**config.mk**
```make
export PLATFORM = sky130hd
export DESIGN_NAME = rv32_regfile_alu
export DESIGN_NICKNAME = d
export VERILOG_FILES = /design/src/rtl/rv32_regfile_alu.sv
export SDC_FILE = /design/constraint.sdc
export NUM_CORES = 2
export LEC_CHECK = 0
export BUFFER_PORTS_ARGS = -buffer_cell sky130_fd_sc_hd__buf_4
export CORE_MARGIN = 1.5
export CORE_UTILIZATION = 57
export DETAILED_ROUTE_END_ITERATION = 10
export PLACE_DENSITY_LB_ADDON = 0.3
export SLEW_MARGIN = 20
export SYNTH_ARGS = -nofsm -noshare
export SYNTH_HDL_FRONTEND = slang
export SYNTH_SLANG_ARGS = --single-unit
```
**constraint.sdc**
```tcl
create_clock -name clk -period 8.4 [get_ports clk]
set_clock_uncertainty 0.2 [all_clocks]
set_input_delay 1.68 -clock clk [delete_from_list [all_inputs] [get_ports clk]]
set_output_delay 1.68 -clock clk [all_outputs]
set_load 0.01 [all_outputs]
```
**src/rtl/rv32_regfile_alu.sv**
```systemverilog
// Integer execution slice for a multi-cycle RV32I core: 32x32 register file,
// ALU-control decoder and combinational ALU with zero flag.
module rv32_regfile_alu #(
  parameter int XLEN = 32
) (
  input  logic            clk,
  input  logic            resetn,
  input  logic [4:0]      rs1,
  input  logic [4:0]      rs2,
  input  logic [4:0]      rd,
  input  logic [XLEN-1:0] wdata,
  input  logic            we,
  output logic [XLEN-1:0] rdata1,
  output logic [XLEN-1:0] rdata2,
  input  logic [2:0]      funct3,
  input  logic [6:0]      funct7,
  input  logic [3:0]      fmt,
  input  logic [XLEN-1:0] alu_a,
  input  logic [XLEN-1:0] alu_b,
  output logic [3:0]      alu_ctr,
  output logic [XLEN-1:0] alu_result,
  output logic            zero
);

  typedef enum logic [3:0] {
    OP_ADD   = 4'd0,
    OP_SUB   = 4'd1,
    OP_SLL   = 4'd2,
    OP_SLT   = 4'd3,
    OP_SLTU  = 4'd4,
    OP_XOR   = 4'd5,
    OP_SRL   = 4'd6,
    OP_SRA   = 4'd7,
    OP_OR    = 4'd8,
    OP_AND   = 4'd9,
    OP_PASSA = 4'd10
  } alu_op_e;

  typedef enum logic [3:0] {
    FMT_R  = 4'd0,
    FMT_I  = 4'd1,
    FMT_IL = 4'd2,
    FMT_IE = 4'd3,
    FMT_S  = 4'd4,
    FMT_B  = 4'd5,
    FMT_J  = 4'd6,
    FMT_JI = 4'd7,
    FMT_U  = 4'd8,
    FMT_UP = 4'd9
  } fmt_e;

  // ---------------------------------------------------------------------------
  // Register file
  // ---------------------------------------------------------------------------
  logic [XLEN-1:0] regs_q [32];
  logic            wr_en_d;

  assign wr_en_d = we && (rd != 5'd0);

  always_ff @(posedge clk) begin
    if (!resetn) begin
      for (int i = 0; i < 32; i++) begin
        regs_q[i] <= '0;
      end
    end else if (wr_en_d) begin
      regs_q[rd] <= wdata;
    end
  end

  // x0 is forced at the read mux; no write-through bypass.
  assign rdata1 = (rs1 == 5'd0) ? '0 : regs_q[rs1];
  assign rdata2 = (rs2 == 5'd0) ? '0 : regs_q[rs2];

  // ---------------------------------------------------------------------------
  // ALU-control decoder
  // ---------------------------------------------------------------------------
  alu_op_e op_d;
  alu_op_e funct_op_d;
  logic    alt_d;

  assign alt_d = funct7[5];

  // Shared funct3 mapping for R and I formats; ADD/SUB resolved below.
  always_comb begin
    funct_op_d = OP_ADD;
    case (funct3)
      3'd0:    funct_op_d = OP_ADD;
      3'd1:    funct_op_d = OP_SLL;
      3'd2:    funct_op_d = OP_SLT;
      3'd3:    funct_op_d = OP_SLTU;
      3'd4:    funct_op_d = OP_XOR;
      3'd5:    funct_op_d = alt_d ? OP_SRA : OP_SRL;
      3'd6:    funct_op_d = OP_OR;
      default: funct_op_d = OP_AND;
    endcase
  end

  always_comb begin
    op_d = OP_ADD;
    case (fmt)
      FMT_R: begin
        if (funct3 == 3'd0 && alt_d) op_d = OP_SUB;
        else                         op_d = funct_op_d;
      end
      FMT_I:   op_d = funct_op_d;
      FMT_U:   op_d = OP_PASSA;
      default: op_d = OP_ADD;
    endcase
  end

  assign alu_ctr = op_d;

  // ---------------------------------------------------------------------------
  // ALU
  // ---------------------------------------------------------------------------
  logic [4:0] shamt_d;
  logic       lt_s_d;
  logic       lt_u_d;

  assign shamt_d = alu_b[4:0];
  assign lt_s_d  = $signed(alu_a) < $signed(alu_b);
  assign lt_u_d  = alu_a < alu_b;

  always_comb begin
    alu_result = '0;
    case (alu_ctr)
      OP_ADD:   alu_result = alu_a + alu_b;
      OP_SUB:   alu_result = alu_a - alu_b;
      OP_SLL:   alu_result = alu_a << shamt_d;
      OP_SLT:   alu_result = {{(XLEN-1){1'b0}}, lt_s_d};
      OP_SLTU:  alu_result = {{(XLEN-1){1'b0}}, lt_u_d};
      OP_XOR:   alu_result = alu_a ^ alu_b;
      OP_SRL:   alu_result = alu_a >> shamt_d;
      OP_SRA:   alu_result = $unsigned($signed(alu_a) >>> shamt_d);
      OP_OR:    alu_result = alu_a | alu_b;
      OP_AND:   alu_result = alu_a & alu_b;
      OP_PASSA: alu_result = alu_a;
      default:  alu_result = '0;
    endcase
  end

  assign zero = (alu_result == '0);

  // Only funct7[5] distinguishes operations in RV32I base.
  logic unused_funct7;
  assign unused_funct7 = ^{funct7[6], funct7[4:0]};

endmodule

```
-- Yosys cells after proc, flatten, opt, wreduce, memory -nomap -nowiden
Memory sizes are Yosys's and may differ from the RTL's.
Index checks and enable logic that the tools add are counted.
- input bits: 128
- memories kept: 1
- RAM bits: 1024
- output and inout port bits: 101
- register bits: 0
- logic and storage cells: 53
- bitwise gates (word level): 3
- shifts and indexed selects: 3
- reduce and logical (&&, ||, !) cells: 10
- order comparisons: 2
- eq/ne operators: 18
- $add $sub $neg: 2
- mux-type cells: 14
- memories (memory ; words ; width ; rd ports ; clocked after Yosys merged registers in ; wr ports ; RTL line ; RTL):
    regs_q ; 32 ; 32 ; 2 ; 0 ; 32 ; 55 ; logic [XLEN-1:0] regs_q [32];
- operator list (cell ; count):
    case mux 32 bit (11 select lines) ; 1
    two-way mux 32 bit ; 3
    < comparator 32 bit ; 2
    adder 32 bit ; 1
    AND 32 bit ; 1
    zero test 32 bit ; 1
    bitwise OR 32 bit ; 1
    OR reduction 32 bit ; 1
    left shift 32 x 5 -> 32 bit ; 1
    >> shifter 32 x 5 -> 32 bit ; 1
    >>> shifter 32 x 5 -> 32 bit ; 1
    subtractor 32 bit ; 1
    bitwise XOR 32 bit ; 1
    case mux 4 bit (7 select lines) ; 1
    equality test 4 x 3 -> 1 bit (second input constant) ; 4
    equality test 4 bit (second input constant) ; 4
    case mux 4 bit (3 select lines) ; 1
    zero test 5 bit ; 2
    equality test 3 bit (second input constant) ; 3
    equality test 4 x 1 -> 1 bit (second input constant) ; 2
    equality test 4 x 2 -> 1 bit (second input constant) ; 2
    zero test 4 bit ; 2
    equality test 3 x 2 -> 1 bit (second input constant) ; 2
    two-way mux 1 bit ; 6
    6 further kinds ; 7

-- Longest topological paths before layout
- depth in word-level cells: 7
- depth in mapped cells: 19
- gate-level depth less buffers: 15

-- Least setup slack after synthesis
Ideal clock, no wire load.
- path kind: input -> output
- start point: input port alu_b[3]
- end point: output port zero
- cell stages on the path: 19
- path slack: -0.013 ns
- arrival time: 6.533 ns
- path through: clkbuf_1 inv_1 clkbuf_1 clkbuf_1 clkbuf_1 buf_1 ha_1 nor2_1 nand3_1 a211oi_1 nor3_1 o21ba_2 a221o_1 a211o_1 nor4_2 nand4b_1 or4_1 nor4_1 nor3b_2
- cells in the longest elaborated chain, start to end: 3
- RTL lines (item ; RTL line ; RTL):
    from (decl) ; 19 ; input logic [XLEN-1:0] alu_b,
    subtractor 32 bit (tied with other cells) ; 128 ; OP_SUB: alu_result = alu_a - alu_b;
    case mux 32 bit (11 select lines) (*) ; 126 ; case (alu_ctr)
    via alu_result[16] ; 21 ; output logic [XLEN-1:0] alu_result,
    zero test 32 bit (*) ; 142 ; assign zero = (alu_result == '0);
    to (decl) ; 22 ; output logic zero
Mark *: on every way through the listed nets, which the timed path passes. The rest lies on a longest branch.

-- Worst setup path in the final report
- start point: input port alu_b[0]
- end point: output port zero
- cells in the longest elaborated chain, start to end: 3
- RTL lines (item ; RTL line):
    subtractor 32 bit (tied with other cells) ; 128
    case mux 32 bit (11 select lines) (*) ; 126
    zero test 32 bit (*) ; 142
Mark *: on every way between the ends. The rest lies on a longest branch, timed or not.

==> metrics.md <==
| Metric | Value |
|---|---|
| Highest fanout seen on the critical path | 11 |
| Sink count of the clock tree | around 1000 |
| Area share of the largest cell type after synthesis | a little under half |
| Total DRC errors in the routed layout | 0 |
| Worst-path cell with the longest stage delay | sky130_fd_sc_hd__or4_1 |
| Footprint of the multi-input gates | between 30000 and 40000 sq um |
| List of most frequent post-synthesis cells | 1024 x sky130_fd_sc_hd__edfxtp_1, 1007 x sky130_fd_sc_hd__and2_1, 704 x sky130_fd_sc_hd__mux4_2 |
| Final total power | around 13 mW |
| Clock-pin slew of the registers on the worst-case setup and hold paths | about 0.060 ns |
| Registers with the most flip-flops | regs_q: 1024 flops |
| Setup total negative slack | 0 ns |
| Final critical-path required period | 8.305 ns |
| IR Drop Worst-Case VDD | 0.0001805 V |
| Count of final hold-check violations | 0 |
| Post-synthesis sequential element count | between 1000 and 1500 |
| Largest incremental delay on the critical path | about 0.55 ns |
| Remaining antenna violation count after routing | 0 |
| Die ar. | around 120000 sq um |
| Final setup violating endpoints | 0 |
| Cell count after synthesis | between 4000 and 5000 |
| Clock buffers created by TritonCTS | between 100 and 150 |
| Fraction of the yosys area taken by sequential cells | between 40% and 50% |
| Width of the chip | between 300 and 400 um |
| Leakage power | roughly 25 nW |
| CTS Root Buffer Type | sky130_fd_sc_hd__clkbuf_16 |
| Worst endpoint data arrival time | 6.43 ns |
| Outcome | complete, no violations |
| Wire length per cell after detailed routing | 36.05 um |
| Cell taking the most area after synthesis | sky130_fd_sc_hd__edfxtp_1 |
| Top reg by flops | regs_q |
| Maximum number of pins on one net before global-route repair | roughly 110 |
| Count of standard-cell rows | between 100 and 150 |
| Placed cell area | 68860 sq um |
| Wire length of the first global-routing pass | between 300 and 400 mm |
| Library cells used by synthesis | approximately 100 |
| Number of vias per cell | between 7 and 8 |
| Library cell with the highest instance count after synthesis | sky130_fd_sc_hd__edfxtp_1 |
| Antenna violations before repair | 19 |
| DP Wirelength | between 100 and 150 mm |
| Number of vias after detailed routing | about 47000 |
| Number of warning messages in the yosys log | 0 |
| Top area cells in the synthesized netlist | sky130_fd_sc_hd__edfxtp_1 47%, sky130_fd_sc_hd__mux4_2 24%, sky130_fd_sc_hd__and2_1 9.7%, sky130_fd_sc_hd__clkbuf_1 2.3%, sky130_fd_sc_hd__ha_1 1.9% |
| Share of layout cells above drive strength 1 | 28.50% |
| Count of H-tree levels built during CTS | 3 |
| DIE HEIGHT | between 300 and 400 um |
| Start-to-end type of the worst setup path | in -> out |
| Final clock period utilization by the worst path | 98.87% |
| Area added between synthesis and finish | 11.40% |
| Ordered list of cells on the worst path | buf_4 > ha_1 > inv_1 > fa_1 > nor2b_1 > o2111ai_2 > a21oi_2 > o211ai_1 > and2_1 > a221o_1 > a221o_1 > or4_1 > or4_1 > nor4_1 > nor3b_2 > buf_4 |
| Via count of the first global-routing pass | between 40000 and 50000 |
| Crit. End Element | primary output |
| Final slew viol count | 0 |
| Iteration-0 DRC count of the detailed router | 8646 |
| Max-cap viol count | 0 |
| Count of fill cells added during filler insertion | approximately 8000 |
| Share of flip-flops with an asynchronous set or reset after synthesis | 0% |
| Gpl congestion | 1.048 |
| CTS tree | done |
| Max clock buf depth | 3 |
| Startpoint type of the worst setup path | input port |
| EDFF count, synth | between 1000 and 1500 |
| GR Util All Layers | 39.59% |
| Net count, final | between 5000 and 6000 |
| Initial cell density of the core | 57.60% |
| Tightest Pin Transition | 1.209 ns |
| Area taken by flip-flops and latches | a little over 30000 sq um |
| Mapped Avg Cell Area | around 14 sq um |
| Port bufs | 222 |
| Hold Path Class | in -> reg |
| Final design area excluding fillers | between 70000 and 80000 sq um |
| Remaining global-route overflow | 0 |
| Flip-flop count of the largest register after layout | 1024 |
| Power Density | approximately 180 nW/um^2 |
| Predominant post-synthesis flop cell | sky130_fd_sc_hd__edfxtp_1 |
| CTS Hold Buffers Added | 0 |
| Fmax | approximately 0.12 GHz |
| Required time of the critical path | about 6.5 ns |
| Post-synth design cell area | 64890 sq um |
| Sum of routed wire length over all layers | between 200 and 250 mm |
| Number of I/O pins | 229 |
| Number of search-and-repair iterations in the first detailed-routing pass | 10 |
| Floorplan Core Area | 112700 sq um |
| Slew Limit Headroom | about a fifth |
[stage by stage]
stage / std cells / hold WS (ns) / utilization, % / worst slack [ns]
6_report: 6421 / 1.261 / 64.17 / 0.09489
5_1_grt: 6409 / 1.303 / 64.14 / -0.001928
4_1_cts: 6404 / 1.245 / 64.06 / 0.06960
3_5_place_dp: 6210 / 1.979 / 61.12 / -0.02517
3_3_place_gp: 6208 / 1.961 / 61.07 / -0.03996
2_1_floorplan: 4799 / 1.678 / - / 0.1398
[cell usage in the layout (no fill, tap or decap), types with 14 or more instances in the layout]
| master | count |
|---|---|
| sky130_fd_sc_hd__a21oi_1 | 112 |
| sky130_fd_sc_hd__clkinv_2 | 18 |
| sky130_fd_sc_hd__and2_1 | 1007 |
| sky130_fd_sc_hd__o211ai_1 | 27 |
| sky130_fd_sc_hd__edfxtp_1 | 1024 |
| sky130_fd_sc_hd__nand4_1 | 16 |
| sky130_fd_sc_hd__or3_1 | 14 |
| sky130_fd_sc_hd__o21ai_0 | 85 |
| sky130_fd_sc_hd__clkinv_1 | 30 |
| sky130_fd_sc_hd__a211oi_1 | 34 |
| sky130_fd_sc_hd__o21ai_4 | 31 |
| sky130_fd_sc_hd__ha_1 | 100 |
| sky130_fd_sc_hd__buf_12 | 14 |
| sky130_fd_sc_hd__conb_1 | 32 |
| sky130_fd_sc_hd__diode_2 | 15 |
| sky130_fd_sc_hd__mux2_2 | 26 |
| sky130_fd_sc_hd__inv_1 | 96 |
| sky130_fd_sc_hd__o31ai_1 | 15 |
| sky130_fd_sc_hd__nand2_1 | 130 |
| sky130_fd_sc_hd__clkbuf_1 | 24 |
| sky130_fd_sc_hd__a22oi_1 | 23 |
| sky130_fd_sc_hd__a31oi_1 | 25 |
| sky130_fd_sc_hd__mux2i_1 | 113 |
| sky130_fd_sc_hd__buf_4 | 394 |
| sky130_fd_sc_hd__nor2_1 | 208 |
| sky130_fd_sc_hd__nor2_4 | 33 |
| sky130_fd_sc_hd__mux4_2 | 704 |
| sky130_fd_sc_hd__xnor2_1 | 14 |
| sky130_fd_sc_hd__nand2b_1 | 20 |
| sky130_fd_sc_hd__nor2b_1 | 21 |
| sky130_fd_sc_hd__nor3_1 | 44 |
| sky130_fd_sc_hd__clkbuf_16 | 106 |
| sky130_fd_sc_hd__nand3_1 | 44 |
| sky130_fd_sc_hd__o21bai_1 | 14 |
| sky130_fd_sc_hd__o22ai_1 | 17 |
[final timing paths]
path | start | endpoint | slack (ns) | cells past startpoint
setup / recovery | alu_b[0] | zero | 0.09 | 16
hold / removal | wdata[30] | regs_q[10][30] | 1.26 | 2
[layer usage]
layer,vias to the layer above,GRT usage [%],share of wire [%]
met5,-,0.2859,0.047
met4,12,16.04,4.6
met3,676,10.83,15
met2,4158,57.90,44
met1,23810,56.58,36
li1,18490,-,-
[where the power goes]
part           switching, mW  leakage [nW]  total, mW  internal [mW]
combinational           1.44          14.1       2.53           1.08
sequential             0.143          9.75       6.05           5.91
clock                   2.03          1.61       4.60           2.57
total                   3.61          25.5       13.2           9.56
[worst max-delay path: cells and delay by family]
kind / cells / cell delay (ns)
and+or+nand+nor: 6 / 2.08
adders and majority gates: 2 / 0.67
buffers and inverters: 3 / 0.45
AOI/OAI and AO/OA: 5 / 1.54
[cell families (layout without fill, tap and decap cells)]
logic type / Yosys count / count (layout) / synth area share (%)
other: 1 / 47 / 0.005779
xor gates and xnor gates: 19 / 19 / 0.2680
buffers and inverters: 606 / 713 / 3.675
adders and majority gates: 102 / 102 / 1.990
and+or+nand+nor: 1608 / 1608 / 14.09
AOI/OAI and AO/OA: 559 / 559 / 5.854
DFF: 1024 / 1024 / 47.39
muxes: 849 / 849 / 26.73
[area by class of cell]
| class | instances | share of cell area [%] |
|---|---|---|
| Multi-Input combinational cell | 3169 | 45.00 |
| Sequential cell | 1024 | 42.54 |
| Timing Repair Buffer | 418 | 4.720 |
| Clock buffer | 129 | 3.759 |
| Tap cell | 1500 | 2.596 |
| Clock inverter | 65 | 0.8118 |
| Inverter | 101 | 0.5262 |
| Antenna cell | 15 | 0.05193 |
[what timing repair did]
action | in CTS | in global routing
setup endpoints to repair | 1 | 1
pin swaps | 0 | 2
gates resized for setup | 1 | 8
setup buffers | 0 | 0
cloned | 0 | 1
No activity file was read; power rests on OpenSTA's default activity.
